$ cat src/rtl/mips_hazard_ctrl_if.sv
// Handshake bundle between the MIPS-lite datapath (master) and the hazard controller (slave).
// Carries the ID-stage decode, branch resolution, and the pipeline control/statistics outputs.
interface mips_hazard_ctrl_if #(
  parameter int REG_AW = 5,
  parameter int CNT_W  = 32
);
  logic              id_valid;
  logic              id_src1_vld;
  logic [REG_AW-1:0] id_src1;
  logic              id_src2_vld;
  logic [REG_AW-1:0] id_src2;
  logic              id_dst_vld;
  logic [REG_AW-1:0] id_dst;
  logic              id_is_load;
  logic              id_is_halt;
  logic              ex_br_taken;

  logic              pc_stall;
  logic              ifid_stall;
  logic              idex_bubble;
  logic              ifid_flush;
  logic [1:0]        fwd_a_sel;
  logic [1:0]        fwd_b_sel;
  logic              halted;
  logic [CNT_W-1:0]  cycle_cnt;
  logic [CNT_W-1:0]  stall_cnt;
  logic [CNT_W-1:0]  instr_cnt;
  logic [CNT_W-1:0]  branch_cnt;

  modport master (
    output id_valid, id_src1_vld, id_src1, id_src2_vld, id_src2,
           id_dst_vld, id_dst, id_is_load, id_is_halt, ex_br_taken,
    input  pc_stall, ifid_stall, idex_bubble, ifid_flush, fwd_a_sel, fwd_b_sel,
           halted, cycle_cnt, stall_cnt, instr_cnt, branch_cnt
  );

  modport slave (
    input  id_valid, id_src1_vld, id_src1, id_src2_vld, id_src2,
           id_dst_vld, id_dst, id_is_load, id_is_halt, ex_br_taken,
    output pc_stall, ifid_stall, idex_bubble, ifid_flush, fwd_a_sel, fwd_b_sel,
           halted, cycle_cnt, stall_cnt, instr_cnt, branch_cnt
  );
endinterface

$ cat src/rtl/mips_hazard_ctrl.sv
// Hazard/forwarding controller for the 5-stage MIPS-lite core, with HALT drain and run statistics.
//   state  | meaning
//   RUN    | normal issue; RAW stalls, branch flushes, forwarding active
//   DRAIN  | HALT is past ID; front end frozen while the pipe empties
//   HALTED | HALT retired; controls held, counters frozen until rst
module mips_hazard_ctrl #(
  parameter int REG_AW = 5,
  parameter int CNT_W  = 32,
  parameter int FWD_EN = 1
) (
  input logic               clk,
  input logic               rst,
  mips_hazard_ctrl_if.slave bus
);
  typedef enum logic [1:0] {RUN, DRAIN, HALTED} state_t;

  typedef struct packed {
    logic              valid;
    logic              dst_vld;
    logic [REG_AW-1:0] dst;
    logic              is_load;
    logic              is_halt;
  } tag_t;

  state_t           state;
  tag_t             id_t, ex_t, mem_t, wb_t;
  logic             halted_r;
  logic [CNT_W-1:0] cycle_r, stall_r, instr_r, branch_r;

  logic id_ok, run, hold, br, raw_stall, stall, use_fwd;
  logic a_ex, a_mem, a_wb, b_ex, b_mem, b_wb;

  function automatic logic hit(input logic sv, input logic [REG_AW-1:0] s, input tag_t t);
    return sv & t.valid & t.dst_vld & (t.dst == s);
  endfunction

  // Youngest producer wins; a load still in EX cannot forward yet.
  function automatic logic [1:0] pick(input logic m_ex, input logic m_mem, input logic m_wb);
    if (m_ex)       return 2'd1;
    else if (m_mem) return 2'd2;
    else if (m_wb)  return 2'd3;
    else            return 2'd0;
  endfunction

  assign id_ok = bus.id_valid & ~rst;
  assign id_t  = '{valid: id_ok, dst_vld: bus.id_dst_vld, dst: bus.id_dst,
                   is_load: bus.id_is_load, is_halt: bus.id_is_halt};

  assign a_ex  = id_ok & hit(bus.id_src1_vld, bus.id_src1, ex_t);
  assign a_mem = id_ok & hit(bus.id_src1_vld, bus.id_src1, mem_t);
  assign a_wb  = id_ok & hit(bus.id_src1_vld, bus.id_src1, wb_t);
  assign b_ex  = id_ok & hit(bus.id_src2_vld, bus.id_src2, ex_t);
  assign b_mem = id_ok & hit(bus.id_src2_vld, bus.id_src2, mem_t);
  assign b_wb  = id_ok & hit(bus.id_src2_vld, bus.id_src2, wb_t);

  assign raw_stall = (FWD_EN != 0) ? ((a_ex | b_ex) & ex_t.is_load)
                                   : (a_ex | b_ex | a_mem | b_mem);

  assign run     = (state == RUN);
  assign hold    = ~run;
  assign br      = run & bus.ex_br_taken & ~rst;
  assign stall   = run & raw_stall & ~br;
  assign use_fwd = (FWD_EN != 0) & run & ~stall;

  assign bus.pc_stall    = stall | hold;
  assign bus.ifid_stall  = stall | (state == HALTED);
  assign bus.idex_bubble = stall | br | hold;
  assign bus.ifid_flush  = br | hold;
  assign bus.fwd_a_sel   = use_fwd ? pick(a_ex & ~ex_t.is_load, a_mem, a_wb) : 2'd0;
  assign bus.fwd_b_sel   = use_fwd ? pick(b_ex & ~ex_t.is_load, b_mem, b_wb) : 2'd0;

  assign bus.halted     = halted_r;
  assign bus.cycle_cnt  = cycle_r;
  assign bus.stall_cnt  = stall_r;
  assign bus.instr_cnt  = instr_r;
  assign bus.branch_cnt = branch_r;

  always_ff @(posedge clk or posedge rst) begin
    if (rst) begin
      state    <= RUN;
      ex_t     <= '0;
      mem_t    <= '0;
      wb_t     <= '0;
      halted_r <= 1'b0;
      cycle_r  <= '0;
      stall_r  <= '0;
      instr_r  <= '0;
      branch_r <= '0;
    end else begin
      wb_t  <= mem_t;
      mem_t <= ex_t;
      ex_t  <= bus.idex_bubble ? '0 : id_t;
      if (state != HALTED) begin
        cycle_r  <= cycle_r + CNT_W'(1);
        stall_r  <= stall_r + CNT_W'(stall);
        branch_r <= branch_r + CNT_W'(br);
        instr_r  <= instr_r + CNT_W'(wb_t.valid);
      end
      case (state)
        RUN:     if (id_t.valid & id_t.is_halt & ~bus.idex_bubble) state <= DRAIN;
        DRAIN:   if (wb_t.valid & wb_t.is_halt) begin
                   state    <= HALTED;
                   halted_r <= 1'b1;
                 end
        HALTED:  state <= HALTED;
        default: state <= RUN;
      endcase
    end
  end
endmodule

$ cat src/flat_wrapper.sv
// flat-port wrapper written by rule: the top's interface ports become plain ports
module mips_hazard_ctrl_flat 
#(
  parameter int REG_AW = 5,
  parameter int CNT_W  = 32,
  parameter int FWD_EN = 1
)
  (clk, rst, bus_id_valid, bus_id_src1_vld, bus_id_src1, bus_id_src2_vld, bus_id_src2, bus_id_dst_vld, bus_id_dst, bus_id_is_load, bus_id_is_halt, bus_ex_br_taken, bus_pc_stall, bus_ifid_stall, bus_idex_bubble, bus_ifid_flush, bus_fwd_a_sel, bus_fwd_b_sel, bus_halted, bus_cycle_cnt, bus_stall_cnt, bus_instr_cnt, bus_branch_cnt);
  mips_hazard_ctrl_if #(.REG_AW(REG_AW), .CNT_W(CNT_W)) bus_i ();
  input logic clk;
  input logic rst;
  input wire logic [$bits(bus_i.id_valid)-1:0] bus_id_valid;
  input wire logic [$bits(bus_i.id_src1_vld)-1:0] bus_id_src1_vld;
  input wire logic [$bits(bus_i.id_src1)-1:0] bus_id_src1;
  input wire logic [$bits(bus_i.id_src2_vld)-1:0] bus_id_src2_vld;
  input wire logic [$bits(bus_i.id_src2)-1:0] bus_id_src2;
  input wire logic [$bits(bus_i.id_dst_vld)-1:0] bus_id_dst_vld;
  input wire logic [$bits(bus_i.id_dst)-1:0] bus_id_dst;
  input wire logic [$bits(bus_i.id_is_load)-1:0] bus_id_is_load;
  input wire logic [$bits(bus_i.id_is_halt)-1:0] bus_id_is_halt;
  input wire logic [$bits(bus_i.ex_br_taken)-1:0] bus_ex_br_taken;
  output wire logic [$bits(bus_i.pc_stall)-1:0] bus_pc_stall;
  output wire logic [$bits(bus_i.ifid_stall)-1:0] bus_ifid_stall;
  output wire logic [$bits(bus_i.idex_bubble)-1:0] bus_idex_bubble;
  output wire logic [$bits(bus_i.ifid_flush)-1:0] bus_ifid_flush;
  output wire logic [$bits(bus_i.fwd_a_sel)-1:0] bus_fwd_a_sel;
  output wire logic [$bits(bus_i.fwd_b_sel)-1:0] bus_fwd_b_sel;
  output wire logic [$bits(bus_i.halted)-1:0] bus_halted;
  output wire logic [$bits(bus_i.cycle_cnt)-1:0] bus_cycle_cnt;
  output wire logic [$bits(bus_i.stall_cnt)-1:0] bus_stall_cnt;
  output wire logic [$bits(bus_i.instr_cnt)-1:0] bus_instr_cnt;
  output wire logic [$bits(bus_i.branch_cnt)-1:0] bus_branch_cnt;
  assign bus_i.id_valid = bus_id_valid;
  assign bus_i.id_src1_vld = bus_id_src1_vld;
  assign bus_i.id_src1 = bus_id_src1;
  assign bus_i.id_src2_vld = bus_id_src2_vld;
  assign bus_i.id_src2 = bus_id_src2;
  assign bus_i.id_dst_vld = bus_id_dst_vld;
  assign bus_i.id_dst = bus_id_dst;
  assign bus_i.id_is_load = bus_id_is_load;
  assign bus_i.id_is_halt = bus_id_is_halt;
  assign bus_i.ex_br_taken = bus_ex_br_taken;
  assign bus_pc_stall = bus_i.pc_stall;
  assign bus_ifid_stall = bus_i.ifid_stall;
  assign bus_idex_bubble = bus_i.idex_bubble;
  assign bus_ifid_flush = bus_i.ifid_flush;
  assign bus_fwd_a_sel = bus_i.fwd_a_sel;
  assign bus_fwd_b_sel = bus_i.fwd_b_sel;
  assign bus_halted = bus_i.halted;
  assign bus_cycle_cnt = bus_i.cycle_cnt;
  assign bus_stall_cnt = bus_i.stall_cnt;
  assign bus_instr_cnt = bus_i.instr_cnt;
  assign bus_branch_cnt = bus_i.branch_cnt;
  mips_hazard_ctrl #(.REG_AW(REG_AW), .CNT_W(CNT_W), .FWD_EN(FWD_EN)) u_core (.clk(clk), .rst(rst), .bus(bus_i));
endmodule
$ cat config.mk
export PLATFORM = sky130hd
export DESIGN_NAME = mips_hazard_ctrl_flat
export DESIGN_NICKNAME = d
export VERILOG_FILES = /design/src/rtl/mips_hazard_ctrl_if.sv /design/src/rtl/mips_hazard_ctrl.sv /design/src/flat_wrapper.sv
export SDC_FILE = /design/constraint.sdc
export NUM_CORES = 1
export LEC_CHECK = 0
export ABC_CLOCK_PERIOD_IN_PS = 15000
export BUFFER_PORTS_ARGS = -buffer_cell sky130_fd_sc_hd__buf_2
export CORE_MARGIN = 4
export CORE_UTILIZATION = 29
export DETAILED_ROUTE_END_ITERATION = 6
export PLACE_DENSITY_LB_ADDON = 0.12
export SYNTH_ARGS = -nofsm -noshare
export SYNTH_HDL_FRONTEND = slang
export SYNTH_SLANG_ARGS = --single-unit
$ cat constraint.sdc
create_clock -name clk -period 15 [get_ports clk]
set_clock_uncertainty 0.1 [all_clocks]
set_input_delay 2.25 -clock clk [delete_from_list [all_inputs] [get_ports clk]]
set_output_delay 2.25 -clock clk [all_outputs]
set_load 0.005 [all_outputs]
# Yosys cells after proc, flatten, opt, wreduce, memory -nomap -nowiden
# Index checks and enable logic that the tools add are counted.
dict set report totals {
  reg_bits 156
  out_inout_bits 137
}
dict set report classes {
  add_sub_neg 4
  n_eq_ne 11
  mux 12
  bitwise_logic 48
  n_reduce_logical 3
}
# operator n
set op_table {}
lappend op_table {{$add 32x1->32} 3}
lappend op_table {{$and 1x1->1} 36}
lappend op_table {{$add 32x1->32 const B} 1}
lappend op_table {{$eq 5x5->1} 6}
lappend op_table {{$mux 2} 10}
lappend op_table {{$mux 9} 1}
lappend op_table {{$not 1->1} 6}
lappend op_table {{$or 1x1->1} 6}
lappend op_table {{$pmux 2 s3} 1}
lappend op_table {{$ne 2x2->1 const B} 2}
lappend op_table {{$reduce_and 2->1} 2}
lappend op_table {{$eq 2x1->1 const B} 1}
lappend op_table {{$eq 2x2->1 const B} 1}
lappend op_table {{$logic_not 2->1} 1}
lappend op_table {{$ne 2x1->1 const B} 1}

# Depth between registers and ports, before layout
dict set report depth {
  ltp_word 14
  mapped_depth 12
  ltp_nobuf 11
}

# Least setup slack after synthesis
# No wires, ideal clock.
dict set report synth_path {
  kind {input -> register}
  start {input port rst}
  end {register u_core.branch_r[30], in the netlist u_core.bus.branch_cnt[30]}
  t_arrival_ps 7292
  required_time_ps 14777
  setup_slack_ps 7485
  cell_stages 9
  path_buffers 0
  path_cell_list {inv_1 > and3_1 > ha_1 > ha_1 > nand4b_1 > nor4_4 > and3_1 > nand4_1 > xnor2_1}
}
dict set report synth_via {
  elab_chain_cells 3
}
# element line_no
set synth_rtl {}
lappend synth_rtl {{start: declaration} flat_wrapper.sv:11} ;# input logic rst;
lappend synth_rtl {{$not 1->1} mips_hazard_ctrl.sv:61} ;# assign br = run & bus.ex_br_taken & ~rst;
lappend synth_rtl {{$and 1x1->1} mips_hazard_ctrl.sv:61}
lappend synth_rtl {{$add 32x1->32} mips_hazard_ctrl.sv:96} ;# branch_r <= branch_r + CNT_W'(br);
lappend synth_rtl {{end signal: assignment} mips_hazard_ctrl.sv:96}
lappend synth_rtl {{end: declaration} mips_hazard_ctrl.sv:28} ;# logic [CNT_W-1:0] cycle_r, stall_r, instr_r, branch_r;
# Every way passes these cells.
# A chain may end at the register's enable or synchronous reset.

# Worst setup path in the final report
dict set report layout_path {
  start {input port rst}
  end {output port bus_ifid_stall}
}
dict set report layout_via {
  elab_chain_cells 8
}
# element line_no
set layout_rtl {}
lappend layout_rtl {{$not 1->1 *} {mips_hazard_ctrl.sv:45, mips_hazard_ctrl.sv:61}}
lappend layout_rtl {{$and 1x1->1} mips_hazard_ctrl.sv:45} ;# assign id_ok = bus.id_valid & ~rst;
lappend layout_rtl {{$and 1x1->1, on equally long branches} {mips_hazard_ctrl.sv:49, mips_hazard_ctrl.sv:52}}
lappend layout_rtl {{$or 1x1->1} mips_hazard_ctrl.sv:56} ;# assign raw_stall = (FWD_EN != 0) ? ((a_ex | b_ex) & ex_t.is_load)
lappend layout_rtl {{$and 1x1->1} mips_hazard_ctrl.sv:56}
lappend layout_rtl {{$and 1x1->1} mips_hazard_ctrl.sv:62} ;# assign stall = run & raw_stall & ~br;
lappend layout_rtl {{$and 1x1->1 *} mips_hazard_ctrl.sv:62}
lappend layout_rtl {{$or 1x1->1 *} mips_hazard_ctrl.sv:66} ;# assign bus.ifid_stall = stall | (state == HALTED);
lappend layout_rtl {{end: declaration} flat_wrapper.sv:23} ;# output wire logic [$bits(bus_i.ifid_stall)-1:0] bus_ifid_stall;
# Mark *: on every way between the ends. The rest lies on a longest branch, timed or not.

==> results.json <==
{
  "netlist_area_sq_um": 7100,
  "mostFrequentLayoutCells": "buf_2, dfrtp_1, xnor2_1, nand2_1, xor2_1",
  "post-route-drc-count": 0,
  "number_of_vias_in_the_routed_layout": 5083,
  "wirelength_um": 17200,
  "setup_repair_after_global_routing_missed_its_margin": "false",
  "postLayoutCellArea_sq_um": 8890,
  "wire_length_per_cell_after_detailed_routing_um": 15.4,
  "synth_cell_types": 48,
  "port_buffers": 160,
  "timing.hold.worst_endpoint": "u_core.wb_t[0]$_DFF_PP0_",
  "num_clock_sinks": 156,
  "grt.overflow.total": 0,
  "worst_ir_drop_vdd_uv": 69.9,
  "synth_top_flop_cell": "dfrtp_1",
  "cts_max_path_buffers": 2,
  "horizontal_die_dimension_um": 164,
  "final_hold_fails": 0,
  "critPathCaptureType": "output pin",
  "fillcell_total": 2357,
  "max-slew-margin-rel_pct": 36.3,
  "power.share.switching_pct": 28.7,
  "fin_nets": 819,
  "ys_seq_area_share_pct": 55.0,
  "die-height_um": 164,
  "worstSetupStartpointType": "primary input",
  "worst_hold_startpoint": "u_core.mem_t[0]$_DFF_PP0_",
  "power.net_switching_uw": 321,
  "synth.net_count": 643,
  "regToRegSetupSlack_ns": 11.47,
  "dpl_cell_area_sq_um": 8300,
  "total_clock_buffers_created_by_cts": 17,
  "core-area_sq_um": 23800,
  "dpl.hpwl_um": 12800,
  "yosys.area.top_type_share_pct": 55.0,
  "drive_gt1_share_pct": 27.7,
  "worst-endpoint-required_ns": 12.65,
  "tritoncts_clock_tree": "yes",
  "run_status": "finished clean",
  "clock_insertion_delay_worst_skew_ns": 0.41,
  "pwr-share-comb_pct": 16.1,
  "power.share.sequential_pct": 45.1,
  "synth.largest_area_cell": "dfrtp_1",
  "post_synth_inst_count": 608,
  "area_growth_syn_to_layout_pct": 25.3,
  "share_of_synthesized_flip_flops_with_an_asynchronous_set_or_reset_pct": 100,
  "critical_path.most_common_cell": "buf_2",
  "number_of_flops_mapped_to_enable_cells_by_yosys": 0,
  "maximum_number_of_pins_on_one_net_before_global_route_repair": 84,
  "synth_area_leaders": "dfrtp_1, xnor2_1, xor2_1, nand2_1, nand4_1",
  "synth.avg_cell_area_sq_um": 11.7,
  "r2r.worst_path.cells": 11,
  "hold_depth": 0,
  "worst_r2r_endpoint": "u_core.bus.stall_cnt[24]$_DFFE_PP0N_",
  "power_density_nw_per_um2": 126,
  "path_clk_slew_ns": 0.06,
  "p_clk_share_pct": 38.8,
  "r2r_start": "u_core.ex_t[4]$_DFF_PP0_",
  "maxSlewViolCount": 0,
  "ctsResizeCount": 0,
  "h-tree-depth": 4,
  "fmax_mhz": 157,
  "internal_power_uw": 795,
  "max_slew.worst_pin.slew_ns": 0.956,
  "final_common_cell": "buf_2",
  "grt_usage_pct": 12.9,
  "total_die_area_sq_um": 27000,
  "ys_ff_latch": 156,
  "post-route-period-util_pct": 42.5,
  "number_of_hold_repair_buffers_added_at_the_cts_stage": 0,
  "route.detailed.vias_per_inst": 4.55,
  "final.setup.tns_ns": 0,
  "min-delay-path-class": "flip-flop to flip-flop",
  "post_cts_setup_buffers": 0,
  "drt_first_pass_iters": 4,
  "grt_pass1_vias": 5268,
  "clockRootBuffer": "clkbuf_16",
  "routabilityCongestion": 0.788,
  "cp_slowest_cell": "a211oi_4",
  "worst-endpoint-arrival_ns": 4.03,
  "number_of_inserted_diodes": 0,
  "path_class": "primary input to output pin",
  "critical_path.max_fanout": 7,
  "rows": 56,
  "antenna_left": 0,
  "start_util_pct": 29.9,
  "drtIter0Drc": 174,
  "setup_viol": 0,
  "drv_cap": 0,
  "post-route-min-period_ns": 6.38,
  "boundary_pin_count": 161,
  "first_pass_grt_wire_length_um": 27800,
  "synth-warning-count": 0,
  "p_leak_nw": 4.38,
  "antenna_found_initial": 0,
  "cp_slowest_stage_delay_ns": 0.43,
  "path_cells": "buf_2 > nand3b_1 > nor4_1 > nand4_1 > a211oi_4 > or2_2 > buf_2"
}
cells in the mapped netlist, types with 3 or more instances:
master	n
and3_1	16
and4_1	10
or4_1	6
nand4b_1	5
nor3b_1	13
nor4_1	9
dfrtp_1	156
inv_1	14
nand2_1	57
or2_2	4
nand3_1	36
or4_4	3
nor2_1	24
nor3_1	7
clkbuf_1	4
mux2_2	7
nor4_4	3
nand2b_1	5
nand4_1	32
and2_1	4
ha_1	11
xor2_1	50
xnor2_1	101
metrics by stage:
| stage | utilization [%] | std cells | total power [mW] | setup slack (ns) | hold slack, ns |
|---|---|---|---|---|---|
| floorplan | - | 608 | 0.618 | 7.48 | 0.231 |
| global placement | 34.9 | 1084 | 0.691 | 8.69 | 0.238 |
| detailed placement | 34.9 | 1084 | 0.697 | 8.64 | 0.236 |
| CTS | 37.4 | 1116 | 1.14 | 8.63 | 0.254 |
| global route | 37.4 | 1116 | 1.18 | 8.52 | 0.266 |
| finish | 37.4 | 1116 | 1.12 | 8.62 | 0.250 |
layout make-up:
class / instances / area, sq um / area share, %
Clock buffer: 17 / 425 / 4.79
Clock inverter: 15 / 168 / 1.89
Inverter: 14 / 57.6 / 0.647
Multi-Input combinational cell: 432 / 3110 / 35.0
Sequential cell: 156 / 3900 / 43.9
Tap cell: 319 / 399 / 4.49
Timing Repair Buffer: 163 / 823 / 9.26
worst max-delay path, delay by kind of cell:
| family | cells | cell delay [ns] |
|---|---|---|
| and+or+nand+nor | 4 | 1.10 |
| AOI/OAI and AO/OA | 1 | 0.43 |
| buffers and inverters | 2 | 0.24 |
kinds of logic after synthesis:
family          share of synthesized area [%]
simple gates                             20.4
flops                                    55.0
xor+xnor                                 18.6
buf+inv                                  1.13
compound gates                           1.75
fa+ha+maj                                1.94
mux                                      1.11
worst max path at each step:
stage / cells after the start / slack [ns] / start / endpoint
6_report: 7 / 8.62 / rst / bus_ifid_stall
5_1_grt: 7 / 8.52 / rst / bus_pc_stall
4_1_cts: 7 / 8.63 / rst / bus_ifid_stall
3_5_place_dp: 7 / 8.64 / rst / bus_ifid_stall
3_3_place_gp: 7 / 8.69 / rst / bus_ifid_stall
2_1_floorplan: 9 / 7.48 / rst / u_core.bus.branch_cnt[30]$_DFFE_PP0N_
power groups by stage:
stage	Combinational [mW]	Sequential (mW)	Clock [mW]
after global routing	0.202	0.511	0.469
after detailed placement	0.185	0.512	0
after global placement	0.181	0.510	0
final	0.179	0.504	0.433
after CTS	0.185	0.505	0.452
after floorplan	0.113	0.505	0
per-layer routing:
layer	track usage (%)	part of all wire, %	vias to the layer above
li1	-	-	2466
met1	16.7	45	2483
met2	21.5	49	121
met3	3.14	5.1	13
met4	3.93	1.2	0
met5	0	0	-
state kept, by name, indices dropped and copies added (netlist names):
register               cells
u_core.bus.branch_cnt     32
u_core.bus.cycle_cnt      32
u_core.bus.halted          1
u_core.bus.instr_cnt      32
u_core.bus.stall_cnt      32
u_core.ex_t                9
u_core.mem_t               8
u_core.state               2
u_core.wb_t                8
Note: power is estimated with default switching activity, not from simulation.
